File: config.mk
export PLATFORM = sky130hd
export DESIGN_NAME = fp_exception_ctrl
export DESIGN_NICKNAME = d
export VERILOG_FILES = /design/src/rtl/fp_exception_ctrl_pkg.sv /design/src/rtl/fp_exception_ctrl_prio.sv /design/src/rtl/fp_exception_ctrl.sv
export SDC_FILE = /design/constraint.sdc
export NUM_CORES = 1
export LEC_CHECK = 0
export CAP_MARGIN = 20
export CORE_ASPECT_RATIO = 2
export CORE_MARGIN = 5
export CORE_UTILIZATION = 55
export DETAILED_ROUTE_END_ITERATION = 12
export MAX_ROUTING_LAYER = met4
export PLACE_DENSITY_LB_ADDON = 0.2
export SYNTH_ARGS = -nofsm -noshare
export SYNTH_HDL_FRONTEND = slang
export SYNTH_SLANG_ARGS = --single-unit
File: constraint.sdc
create_clock -name clk -period 2.9 [get_ports clk]
set_input_delay 0.435 -clock clk [delete_from_list [all_inputs] [get_ports clk]]
set_output_delay 0.435 -clock clk [all_outputs]
set_load 0.02 [all_outputs]
File: src/rtl/fp_exception_ctrl_pkg.sv
// Shared definitions for the floating-point exception controller:
// exception source indices, default source count and the request FSM encoding.
package fp_exception_ctrl_pkg;

  localparam int N_SRC_DEFAULT = 6;

  localparam int SRC_SNAN      = 0;
  localparam int SRC_DIV_ZERO  = 1;
  localparam int SRC_OVERFLOW  = 2;
  localparam int SRC_UNDERFLOW = 3;
  localparam int SRC_INEXACT   = 4;
  localparam int SRC_QNAN      = 5;

  typedef enum logic [1:0] {
    ST_IDLE = 2'd0,
    ST_REQ  = 2'd1,
    ST_GAP  = 2'd2
  } state_e;

endpackage

File: src/rtl/fp_exception_ctrl_prio.sv
// Fixed-priority encoder: reports whether any request is set and the index
// of the lowest set bit.
module fp_exc_prio_enc
  import fp_exception_ctrl_pkg::*;
#(
  parameter int N_SRC = N_SRC_DEFAULT,
  parameter int ID_W  = 3
) (
  input  logic [N_SRC-1:0] req,
  output logic             any,
  output logic [ID_W-1:0]  idx
);

  always_comb begin
    // NOTE: every output gets a default before the loop, so no path leaves it unassigned and no latch is inferred.
    any = |req;
    idx = '0;
    // Scan downwards so the lowest set index is the last one written.
    for (int i = N_SRC - 1; i >= 0; i--) begin
      if (req[i]) idx = ID_W'(i);
    end
  end

endmodule

File: src/rtl/fp_exception_ctrl.sv
// Floating-point exception controller: sticky status, overrun and saturating
// occurrence counters per source, with a masked, fixed-priority interrupt request.
module fp_exception_ctrl
  import fp_exception_ctrl_pkg::*;
#(
  parameter int               N_SRC    = N_SRC_DEFAULT,
  parameter int               CNT_W    = 8,
  parameter logic [N_SRC-1:0] MASK_RST = '0,
  localparam int              ID_W     = ($clog2(N_SRC) > 1) ? $clog2(N_SRC) : 1
) (
  input  logic             clk,
  input  logic             interrupt_reset,
  input  logic             flag_valid,
  input  logic [N_SRC-1:0] flag_in,
  input  logic             mask_we,
  input  logic [N_SRC-1:0] mask_wdata,
  input  logic             clr_we,
  input  logic [N_SRC-1:0] clr_wdata,
  input  logic             irq_ack,
  input  logic [ID_W-1:0]  cnt_sel,
  output logic             irq,
  output logic [ID_W-1:0]  irq_id,
  output logic [N_SRC-1:0] status,
  output logic [N_SRC-1:0] mask,
  output logic [N_SRC-1:0] overrun,
  output logic [CNT_W-1:0] cnt_out
);

  localparam logic [CNT_W-1:0] CNT_MAX = '1;

  state_e             state_q, state_d;
  logic [ID_W-1:0]    irq_id_q, irq_id_d;
  logic [N_SRC-1:0]   status_q, status_d;
  logic [N_SRC-1:0]   overrun_q, overrun_d;
  logic [N_SRC-1:0]   mask_q, mask_d;
  logic [CNT_W-1:0]   cnt_q [N_SRC];
  logic [CNT_W-1:0]   cnt_d [N_SRC];

  logic [N_SRC-1:0]   set_vec, ack_vec, wclr_vec, clr_vec, pending;
  logic               pend_any;
  logic [ID_W-1:0]    pend_idx;

  // Sticky state update: a new flag always wins over a clear of the same bit.
  always_comb begin
    set_vec  = flag_valid ? flag_in : '0;
    wclr_vec = clr_we ? clr_wdata : '0;
    ack_vec  = '0;
    if (state_q == ST_REQ && irq_ack) ack_vec[irq_id_q] = 1'b1;
    clr_vec   = ack_vec | wclr_vec;
    status_d  = (status_q & ~clr_vec) | set_vec;
    overrun_d = (overrun_q & ~clr_vec) | (set_vec & status_q);
    mask_d    = mask_we ? mask_wdata : mask_q;
    for (int i = 0; i < N_SRC; i++) begin
      // NOTE: blocking assignments here are evaluated in order, so the increment sees the already-cleared value.
      cnt_d[i] = wclr_vec[i] ? '0 : cnt_q[i];
      if (set_vec[i] && cnt_d[i] != CNT_MAX) cnt_d[i] = cnt_d[i] + 1'b1;
    end
  end

  assign pending = status_q & ~mask_q;

  fp_exc_prio_enc #(
    .N_SRC (N_SRC),
    .ID_W  (ID_W)
  ) u_prio (
    .req (pending),
    .any (pend_any),
    .idx (pend_idx)
  );

  // GAP holds irq low for its one cycle and then arbitrates like IDLE, so a
  // source still pending is re-requested without a second idle cycle.
  always_comb begin
    state_d  = state_q;
    irq_id_d = irq_id_q;
    unique case (state_q)
      ST_IDLE, ST_GAP: begin
        if (pend_any) begin
          state_d  = ST_REQ;
          irq_id_d = pend_idx;
        end else begin
          state_d  = ST_IDLE;
        end
      end
      ST_REQ: begin
        if (irq_ack || !status_d[irq_id_q] || mask_d[irq_id_q]) state_d = ST_GAP;
      end
      default: state_d = ST_IDLE;
    endcase
  end

  always_ff @(posedge clk) begin
    if (interrupt_reset) begin
      state_q   <= ST_IDLE;
      irq_id_q  <= '0;
      status_q  <= '0;
      overrun_q <= '0;
      mask_q    <= MASK_RST;
      // NOTE: the counters are ordinary flops, not a RAM, so they are cleared by reset like the rest of the state.
      cnt_q     <= '{default: '0};
    end else begin
      state_q   <= state_d;
      irq_id_q  <= irq_id_d;
      status_q  <= status_d;
      overrun_q <= overrun_d;
      mask_q    <= mask_d;
      cnt_q     <= cnt_d;
    end
  end

  always_comb begin
    cnt_out = '0;
    if (int'(cnt_sel) < N_SRC) cnt_out = cnt_q[cnt_sel];
  end

  assign irq     = (state_q == ST_REQ);
  assign irq_id  = irq_id_q;
  assign status  = status_q;
  assign mask    = mask_q;
  assign overrun = overrun_q;

endmodule

==> results.json <==
{
  "required_ns": 2.47,
  "ctsResizeCount": 0,
  "place_inst": 598,
  "cts_root_buf": "clkbuf_16",
  "setup_tns_ns": 0,
  "crit_slowest_cell": "clkdlybuf4s50_1",
  "rsz0062_at_grt": "no",
  "areaGrowthSynthToFinish_pct": 27.07,
  "fin_ws_ns": 0.1374,
  "fin_cells": 614,
  "rows": 43,
  "crit_fanout": 10,
  "powerDensity_mw_per_mm2": 528.2,
  "syn_nets": 489,
  "synth_seq_cells": 71,
  "mostFrequentLayoutCells": "dfxtp_1, nor2_1, clkdlybuf4s50_1",
  "synth.avg_cell_area_sq_um": 8.657,
  "overflow": 0,
  "clock_sinks": 71,
  "synth_top_area_share": 0.3601,
  "grt_pass1_wl_mm": 17.79,
  "slew_headroom": 0.6764,
  "synth.largest_area_cell": "dfxtp_1",
  "ios": 57,
  "worst_pin_slew_ns": 0.4837,
  "cts_tree": "built",
  "ir_worst_vdd_uv": 482.7,
  "hold_class": "reg -> reg",
  "cpMostUsedCell": "clkdlybuf4s50_1",
  "top_usage_layer": "met2",
  "diodes": 0,
  "synth_edf_count": 0,
  "crit_arrival_ns": 2.33,
  "max_clock_freq_mhz": 362.0,
  "power_frac_clock": 0.479,
  "synthDistinctLibCells": 50,
  "drc": 0,
  "drtIter0Drc": 179,
  "synthArstFlopShare": 0,
  "pwr-share-seq": 0.393,
  "final-setup-viol-count": 0,
  "nFillCells": 571,
  "internal-power_mw": 2.023,
  "comb_power_share": 0.128,
  "fin_nets": 552,
  "use_met2": 0.4657,
  "placeableCoreArea_sq_mm": 0.006994,
  "drt-total-wl_mm": 10.88,
  "gp_congestion": 0.9013,
  "layout_commonest_cell": "dfxtp_1",
  "grtUsageTotal": 0.2561,
  "grt_pass1_vias": 3760,
  "ys.warnings.count": 0,
  "die-height_um": 129.8,
  "grtUsageMet3": 0.04086,
  "yosysSeqAreaShare": 0.3601,
  "maxCapViolCount": 0,
  "clkTransAtPathRegs_ns": 0.05,
  "wire_per_inst_um": 17.72,
  "grt_use_met1": 0.2445,
  "num_vias": 3640,
  "grt_max_degree": 62,
  "cts_inserted_buffers": 9,
  "synth.area.top_cells": "dfxtp_1, nor2_1, mux2i_1, mux4_2, xnor2_1",
  "end_kind": "primary output",
  "place_area_sq_mm": 0.004669,
  "status": "complete, no violations",
  "period_needed_ns": 2.763,
  "synth_cells": 456,
  "p_leak_nw": 1.793,
  "port_buffers": 56,
  "cp_slowest_stage_delay_ns": 0.75,
  "finalHoldViolCount": 0,
  "postCtsSetupBuffers": 0,
  "drt_pass1_iterations": 4,
  "post-route-period-util": 0.9526,
  "start_util": 0.5644,
  "crit_chain": "clkdlybuf4s50_1 -> buf_4 -> mux2i_1 -> o22ai_1 -> clkdlybuf4s50_1",
  "ctsHoldBuffers": 0,
  "slew_viol_final": 0,
  "p_sw_frac": 0.2363,
  "fin_skew_ns": 0.002618,
  "vias_per_cell": 5.928,
  "final_layout_size_suffix_gt1_frac": 0.1050,
  "synth_flop_cell": "dfxtp_1",
  "synthesis.area_sq_mm": 0.003948,
  "pre_cts_ws_ns": 0.1351,
  "power_mw": 2.650,
  "dieArea_sq_mm": 0.009074,
  "cts_max_level": 3,
  "die_x_um": 69.91,
  "clockBufferDepth": 2,
  "antenna_found_initial": 0,
  "design_area_sq_mm": 0.005016,
  "start_kind": "input pin",
  "clk_latency_ns": 0.33,
  "path_class": "in -> out",
  "switching_power_mw": 0.6262,
  "detail-route-antenna-nets": 0,
  "dp_hpwl_mm": 8.312
}
[critical path: cells and delay by family]
family	cells	cell delay, ns
AOI/OAI and AO/OA	1	0.11
buffers and inverters	3	1.57
muxes	1	0.22
[routing by layer]
layer,up-vias,part of all wire
met1,1725,0.36
met4,0,0.059
li1,1750,-
met2,125,0.54
met5,-,0
met3,40,0.041
[synth_stat cells (4+ instances only)]
cell type,count
xor2_1,15
nand2_1,46
o21a_1,4
o22ai_1,9
inv_1,16
dfxtp_1,71
nand2b_1,12
a21oi_1,23
ha_1,6
nand4_1,12
nor3_1,13
a32oi_1,5
nor4_1,4
o211ai_1,6
and3_1,5
or3_1,4
nand3_1,12
nor2_1,56
mux2i_1,18
and4_1,4
and2_1,15
clkbuf_1,10
buf_2,4
nor2b_1,10
xnor2_1,20
o21ai_0,6
mux4_2,8
[layout make-up]
type,count,area (sq um),share of cell area
clock buffer,10,239.0,0.04764
clock inverter,6,107.6,0.02145
inverter,16,60.06,0.01197
multi-input combinational,351,2390,0.4764
sequential,71,1421,0.2834
tap,90,112.6,0.02245
timing repair buffer,70,685.7,0.1367
[through the flow]
stage,util,hold slack (ns)
4_1_cts,0.7172,0.4937
3_5_place_dp,0.6676,0.4758
5_1_grt,0.7172,0.5283
2_1_floorplan,-,0.4682
3_3_place_gp,0.6676,0.4811
6_report,0.7172,0.4871
[power groups by stage]
stage	Combinational [mW]	Clock [mW]	Sequential, mW
2_1_floorplan	0.182	0	1.07
3_3_place_gp	0.329	0	1.06
3_5_place_dp	0.335	0	1.06
4_1_cts	0.338	1.28	1.04
5_1_grt	0.366	1.33	1.05
6_report	0.339	1.27	1.04
[state kept, by name, summed over array words and instances, names as in the netlist]
register and flops:
mask 6, irq_id 3, overrun 6, cnt_q 48
state_q 2, status 6
[kinds of logic (layout without fill, tap and decap cells)]
kind of cell | after synthesis | after routing | synth area share
compound gates | 77 | 77 | 0.1461
flops | 71 | 71 | 0.3601
mux | 29 | 29 | 0.09984
simple gates | 204 | 204 | 0.2628
xor+xnor | 35 | 35 | 0.07766
fa+ha+maj | 6 | 6 | 0.01902
buf+inv | 34 | 102 | 0.03455
[final timing paths]
check                                start    endpoint  slack [ns]  cells after the start
worst min-delay path            overrun[5]  overrun[5]        0.49                      2
worst max-delay path            cnt_sel[0]  cnt_out[3]        0.14                      5
worst min register to register  overrun[5]  overrun[5]        0.49                      2
worst max register to register   cnt_q[32]   cnt_q[37]        0.91                      8
Power figures use the tool's default switching activity.
